File: src/rtl/abacus_pkg.sv
// Shared ABACUS profiler definitions: reader FSM states, register map offsets
// and the word-address helper used by the Wishbone counter reader.
package abacus_pkg;

  typedef enum logic [1:0] {
    IDLE = 2'd0,
    REQ  = 2'd1,
    HOLD = 2'd2
  } abacus_reader_state_t;

  localparam logic [31:0] ABACUS_WORD_STRIDE        = 32'd4;
  localparam logic [15:0] ABACUS_INSTR_CNT_BASE_OFS = 16'h0100;
  localparam logic [15:0] ABACUS_CACHE_CNT_BASE_OFS = 16'h0200;

  // 9 bits so a 256-word window needs no wrap special case.
  localparam int unsigned ABACUS_INDEX_W = 9;

  // Byte address of counter word 'index' in a window starting at 'base'
  // (wraps modulo 2^32).
  function automatic logic [31:0] abacus_word_addr(input logic [31:0]               base,
                                                   input logic [ABACUS_INDEX_W-1:0] index);
    return base + (32'(index) * ABACUS_WORD_STRIDE);
  endfunction

endpackage

File: src/rtl/abacus_ack_watchdog.sv
// Clear/count/expired counter that bounds how long the reader waits for a
// Wishbone acknowledge. Only instantiated when ABACUS_READER_TIMEOUT_EN is set.
module abacus_ack_watchdog #(
  parameter int unsigned LIMIT = 16
) (
  input  logic clk,
  input  logic rst,
  input  logic clear,
  input  logic count,
  output logic expired
);

  localparam logic [15:0] LAST = 16'(LIMIT - 1);

  logic [15:0] cnt;

  // Count wait cycles; saturate at the limit, restart whenever cleared.
  always_ff @(posedge clk or negedge rst) begin
    if (!rst) begin
      cnt <= '0;
    end else if (clear) begin
      cnt <= '0;
    end else if (count && !expired) begin
      cnt <= cnt + 16'd1;
    end
  end

  // Fires during the LIMIT-th counted cycle.
  assign expired = count && (cnt == LAST);

endmodule

File: src/rtl/abacus_wb_reader.sv
// Wishbone classic read initiator: one 'start' sweeps NUM_WORDS counter
// registers from BASE_ADDR and streams each word out on a valid/ready port.
// Optional ack timeout guarded by the ABACUS_READER_TIMEOUT_EN macro.
//
// Sample handshake: smp_valid is held high with smp_data/smp_index stable
// until a cycle where smp_valid & smp_ready are both high; that edge is the
// transfer. smp_valid never drops without a transfer (except on reset).
module abacus_wb_reader
  import abacus_pkg::*;
#(
  parameter logic [31:0] BASE_ADDR      = 32'hf0030100,
  parameter int unsigned NUM_WORDS      = 11,
  parameter int unsigned TIMEOUT_CYCLES = 16
) (
  input  logic        clk,
  input  logic        rst,
  input  logic        start,
  output logic        busy,
  output logic        done,
  output logic        err,
  output logic        wb_cyc,
  output logic        wb_stb,
  output logic        wb_we,
  output logic [31:0] wb_adr,
  output logic [31:0] wb_dat_o,
  input  logic [31:0] wb_dat_i,
  input  logic        wb_ack,
  output logic        smp_valid,
  input  logic        smp_ready,
  output logic [31:0] smp_data,
  output logic [7:0]  smp_index,
  output logic [1:0]  dbg_state
);

  localparam logic [ABACUS_INDEX_W-1:0] LAST_IDX = ABACUS_INDEX_W'(NUM_WORDS - 1);

  // Elaboration-time parameter legality checks.
  if (NUM_WORDS < 1 || NUM_WORDS > 256) begin : g_bad_num_words
    $error("abacus_wb_reader: NUM_WORDS must be 1..256");
  end
  if (BASE_ADDR[1:0] != 2'b00) begin : g_bad_base_addr
    $error("abacus_wb_reader: BASE_ADDR must be 4-byte aligned");
  end
  if (TIMEOUT_CYCLES < 2 || TIMEOUT_CYCLES > 65535) begin : g_bad_timeout
    $error("abacus_wb_reader: TIMEOUT_CYCLES must be 2..65535");
  end

  abacus_reader_state_t      state, state_next;
  logic [ABACUS_INDEX_W-1:0] idx_q;
  logic [31:0]               smp_data_q;
  logic [7:0]                smp_index_q;
  logic                      done_q;
  logic                      timeout_fire;
  logic                      accept_start;
  logic                      ack_take;
  logic                      transfer;
  logic                      last_word;

  assign accept_start = (state == IDLE) && start;
  assign ack_take     = (state == REQ) && wb_ack;
  assign transfer     = (state == HOLD) && smp_ready;
  assign last_word    = (idx_q == LAST_IDX);

`ifdef ABACUS_READER_TIMEOUT_EN
  logic wd_expired;
  logic err_q;

  abacus_ack_watchdog #(
    .LIMIT(TIMEOUT_CYCLES)
  ) u_ack_watchdog (
    .clk    (clk),
    .rst    (rst),
    .clear  (state != REQ),
    .count  (state == REQ),
    .expired(wd_expired)
  );

  // An ack arriving in the expiry cycle still wins.
  assign timeout_fire = wd_expired && !wb_ack;

  // Sticky timeout flag, cleared when the next sweep is accepted.
  always_ff @(posedge clk or negedge rst) begin
    if (!rst) begin
      err_q <= 1'b0;
    end else if (accept_start) begin
      err_q <= 1'b0;
    end else if (timeout_fire) begin
      err_q <= 1'b1;
    end
  end

  assign err = err_q;
`else
  assign timeout_fire = 1'b0;
  assign err          = 1'b0;
`endif

  // State register.
  always_ff @(posedge clk or negedge rst) begin
    if (!rst) begin
      state <= IDLE;
    end else begin
      state <= state_next;
    end
  end

  // Next-state logic: request, hold the sample, then advance or finish.
  always_comb begin
    state_next = state;
    case (state)
      IDLE: begin
        if (start) state_next = REQ;
      end
      REQ: begin
        if (wb_ack)            state_next = HOLD;
        else if (timeout_fire) state_next = IDLE;
      end
      HOLD: begin
        if (smp_ready) state_next = last_word ? IDLE : REQ;
      end
      default: state_next = IDLE;
    endcase
  end

  // Word index, captured sample and the end-of-sweep pulse.
  always_ff @(posedge clk or negedge rst) begin
    if (!rst) begin
      idx_q       <= '0;
      smp_data_q  <= '0;
      smp_index_q <= '0;
      done_q      <= 1'b0;
    end else begin
      done_q <= (transfer && last_word) || timeout_fire;
      if (accept_start) begin
        idx_q <= '0;
      end else if (transfer && !last_word) begin
        idx_q <= idx_q + 1'b1;
      end
      if (ack_take) begin
        smp_data_q  <= wb_dat_i;
        smp_index_q <= idx_q[7:0];
      end
    end
  end

  assign busy      = (state != IDLE);
  assign done      = done_q;
  assign wb_cyc    = (state == REQ);
  assign wb_stb    = (state == REQ);
  assign wb_we     = 1'b0;
  assign wb_dat_o  = '0;
  assign wb_adr    = (state == REQ) ? abacus_word_addr(BASE_ADDR, idx_q) : '0;
  assign smp_valid = (state == HOLD);
  assign smp_data  = smp_data_q;
  assign smp_index = smp_index_q;
  assign dbg_state = state;

endmodule

File: config.mk
export PLATFORM = sky130hd
export DESIGN_NAME = abacus_wb_reader
export DESIGN_NICKNAME = d
export VERILOG_FILES = /design/src/rtl/abacus_pkg.sv /design/src/rtl/abacus_ack_watchdog.sv /design/src/rtl/abacus_wb_reader.sv
export SDC_FILE = /design/constraint.sdc
export NUM_CORES = 1
export LEC_CHECK = 0
export ABC_AREA = 1
export BUFFER_PORTS_ARGS = -buffer_cell sky130_fd_sc_hd__buf_2
export CAP_MARGIN = 20
export CORE_AREA = 2 2 79 81
export DETAILED_ROUTE_END_ITERATION = 8
export DIE_AREA = 0 0 81 83
export PLACE_DENSITY = 0.81
export SKIP_LAST_GASP = 1
export SLEW_MARGIN = 20
export SYNTH_ARGS = -nofsm -noshare
export SYNTH_HDL_FRONTEND = slang
export SYNTH_SLANG_ARGS = --single-unit
File: constraint.sdc
create_clock -name clk -period 4.5 [get_ports clk]
set_clock_uncertainty 0.1 [all_clocks]
set_input_delay 0.45 -clock clk [delete_from_list [all_inputs] [get_ports clk]]
set_output_delay 0.45 -clock clk [all_outputs]
set_load 0.01 [all_outputs]
==> out/results.tsv <==
stage	metric	value	unit
critical_path	crit_path_top_delay_cell	dfrtp_1	
critical_path	path_delay_family	simple AND/OR/NAND/NOR gates	
logic_synthesis	yosys-top-cells-area	dfrtp_1 48%, buf_4 16%, mux2_2 12%, nand2_1 5.5%, o21ai_0 2.9%	
logic_synthesis	yosysSeqAreaShare	47.8	%
global_route	grt_overflow	0	
clocking	htreeDepth	2	
power	p_sw_share	36.6	%
detailed_routing	ant_nets	0	
floorplan	start_util	46.8	%
detailed_routing	routed.top_layer	met4	
logic_synthesis	synthSimpleGateAreaFrac	11.8	%
logic_synthesis	synth_seq_cells	52	
power	seqPwrFrac	42.3	%
critical_path	worstPathRequired	3.95	ns
clocking	cts-hold-fix-buffers	0	
power	p_clk_share	15.0	%
floorplan	die_area	6720	µm²
critical_path	path_depth	4	
critical_path	path_buf_inv	2	
timing	rsz0062_at_grt	false	
floorplan	num_rows	28	
logic_synthesis	synth_cell_types	23	
final_layout	area_growth	14.3	%
clocking	cts_tree	yes	
run_status	outcome	finished, final reports clean	
global_route	grt_usage	15.4	%
final_layout	mostFrequentLayoutCell	buf_2	
logic_synthesis	synth_fa_ha_area_share	1.84	%
critical_path	crit_path_start_kind	flop	
power	leakagePower	1.68	nW
critical_path	crit_arrival	1.69	ns
clocking	numCtsBuffers	5	
logic_synthesis	synth-xor-area-share	0.966	%
clocking	post_cts_resized	0	
detailed_routing	drc	0	
clocking	cts-root-buf	clkbuf_8	
clocking	path_clk_slew	0.09	ns
clocking	clk_path_buf_depth	2	
floorplan	ios	150	
critical_path	critical_path_class	reg2out	
detailed_routing	dr.pass1.iters	4	
logic_synthesis	synth_top_family_by_area	buffers and inverters	
global_route	grt_max_degree	53	
detailed_routing	wire_per_inst	12.1	µm
logic_synthesis	synth_compound_area_share	3.45	%
detailed_routing	first_iter_violations	35	
floorplan	die_w	81	µm
critical_path	crit_chain	nor2_4 > clkinv_1 > nor4_1 > buf_2	
detailed_routing	wl_met2	2580	µm
power	internal-power	1.09	mW
clocking	clk_latency	0.30	ns
timing	min_period_over_period	49.7	%
power	finalPower	1.71	mW
critical_path	cp-end-kind	primary output	
detailed_routing	dr_wl_met3	547	µm
final_layout	finalInstanceArea	3110	µm²
logic_synthesis	synth_top_cell_by_area	dfrtp_1	
timing	tightest_slew	1.00	ns
timing	max_clock_freq	447	MHz
timing	relSlewSlack	32.8	%
clocking	postCtsSetupRepairBufs	0	
logic_synthesis	synth_cells	270	
detailed_routing	via_per_inst	4.48	
global_route	antenna_found_initial	0	
detailed_routing	wirelength_met1	2110	µm
power	power_density	551	nW/µm²
timing	hold_ws	0.151	ns
timing	setup_viol	0	
global_route	grt_pass1_wl	8270	µm
critical_path	cp_max_fo	11	
place	place_hpwl	4080	µm
final_layout	final_cell_mix	99 x buf_2, 52 x dfrtp_1, 50 x conb_1, 40 x nand2_1, 29 x mux2_2	
critical_path	slowest_delay	0.45	ns
worst_hold_path	hold_class	in2async	
power	vdd_drop_max	0.291	mV
timing	tns	0	ns
logic_synthesis	syn_area	2720	µm²
power	comb_power_share	42.7	%
final_layout	drive_gt1_share	39.8	%
global_route	grt_pass1_vias	1819	
timing	fin_crit	2.24	ns
logic_synthesis	yosys_warnings	0	
place	port-buffer-count	99	
critical_path	r2r_cells	3	
final_layout	n_antenna_cell	0	
clocking	numClockSinks	52	
detailed_routing	routed-via-count	1958	
place	placed_cell_area	3020	µm²
job	max-cap-violations	0	
logic_synthesis	synth.area.mux_share	13.7	%
logic_synthesis	avgSynthCellArea	10.1	µm²
final_layout	utilization	53.4	%
detailed_routing	wirelength	5300	µm
timing	slew_viol_final	0	
final_layout	fillers	519	
final_layout	fin_nets	402	
critical_path	r2r_slack	2.47	ns
place	gp_congestion	0.822	
floorplan	core	5820	µm²
logic_synthesis	synth_top_area_share	47.8	%
timing	hold_viol_final	0	
floorplan	die_h	83	µm
power	p_switching	0.626	mW
[sequential cells by signal, indices dropped and copies added, names as in the netlist]
name and flops:
done 1, dbg_state 2, smp_data 32, idx_q 9
smp_index 8
[cells in the mapped netlist]
cell type  instances
a21oi_1            1
a21oi_2            1
buf_2              4
buf_4             58
buf_6              2
clkbuf_1           1
clkinv_1           1
conb_1             1
dfrtp_1           52
ha_1               4
inv_1             17
inv_2              1
mux2_2            29
mux2_4             3
nand2_1           40
nand2_2            1
nand3_1           13
nor2_1            19
nor2_4             1
nor3_2             1
nor4_1             1
o21ai_0           16
xor2_1             3
[cell families after synthesis]
family,after synthesis
adders and majority gates,4
muxes,32
buffers and inverters,84
xor gates and xnor gates,3
and+or+nand+nor,76
other,1
DFF,52
AOI/OAI and AO/OA,18
[power by group through the flow]
stage	Clock, mW	Sequential, mW	Combinational, mW
6_report	0.257	0.725	0.731
5_1_grt	0.284	0.750	0.808
4_1_cts	0.268	0.726	0.745
3_5_place_dp	0	0.736	0.744
3_3_place_gp	0	0.729	0.718
2_1_floorplan	0	0.813	0.450
[metrics by stage]
step | worst slack, ns | cells
floorplan | 2.60 | 319
global placement | 2.51 | 429
detailed placement | 2.46 | 429
CTS | 2.20 | 437
global route | 2.06 | 437
finish | 2.26 | 437
[path summary, 6_finish.rpt]
check,from,to
min in group clk,smp_ready,dbg_state[1]$_DFFE_PN0P_
hold / removal,rst,smp_data[18]$_DFFE_PN0P_
max in group asynchronous,rst,smp_data[11]$_DFFE_PN0P_
hold reg to reg,smp_index[5]$_DFFE_PN0P_,smp_index[5]$_DFFE_PN0P_
setup reg to reg,dbg_state[1]$_DFFE_PN0P_,smp_data[10]$_DFFE_PN0P_
setup / recovery,dbg_state[1]$_DFFE_PN0P_,wb_adr[11]
[area by class of cell]
type | instances | area, µm² | area share, %
clock buffer | 6 | 72.6 | 2.33
clock inverter | 2 | 16.3 | 0.523
inverter | 19 | 71.3 | 2.29
multi-input combinational | 183 | 1050 | 33.8
sequential | 52 | 1300 | 41.9
tap | 75 | 93.8 | 3.02
timing repair buffer | 100 | 503 | 16.2
[per-layer routing]
metal	track usage, %	vias up
li1	-	936
met2	26.7	100
met5	0	-
met4	4.16	0
met3	4.24	5
met1	18.6	917
No activity file was read; power rests on OpenSTA's default activity.
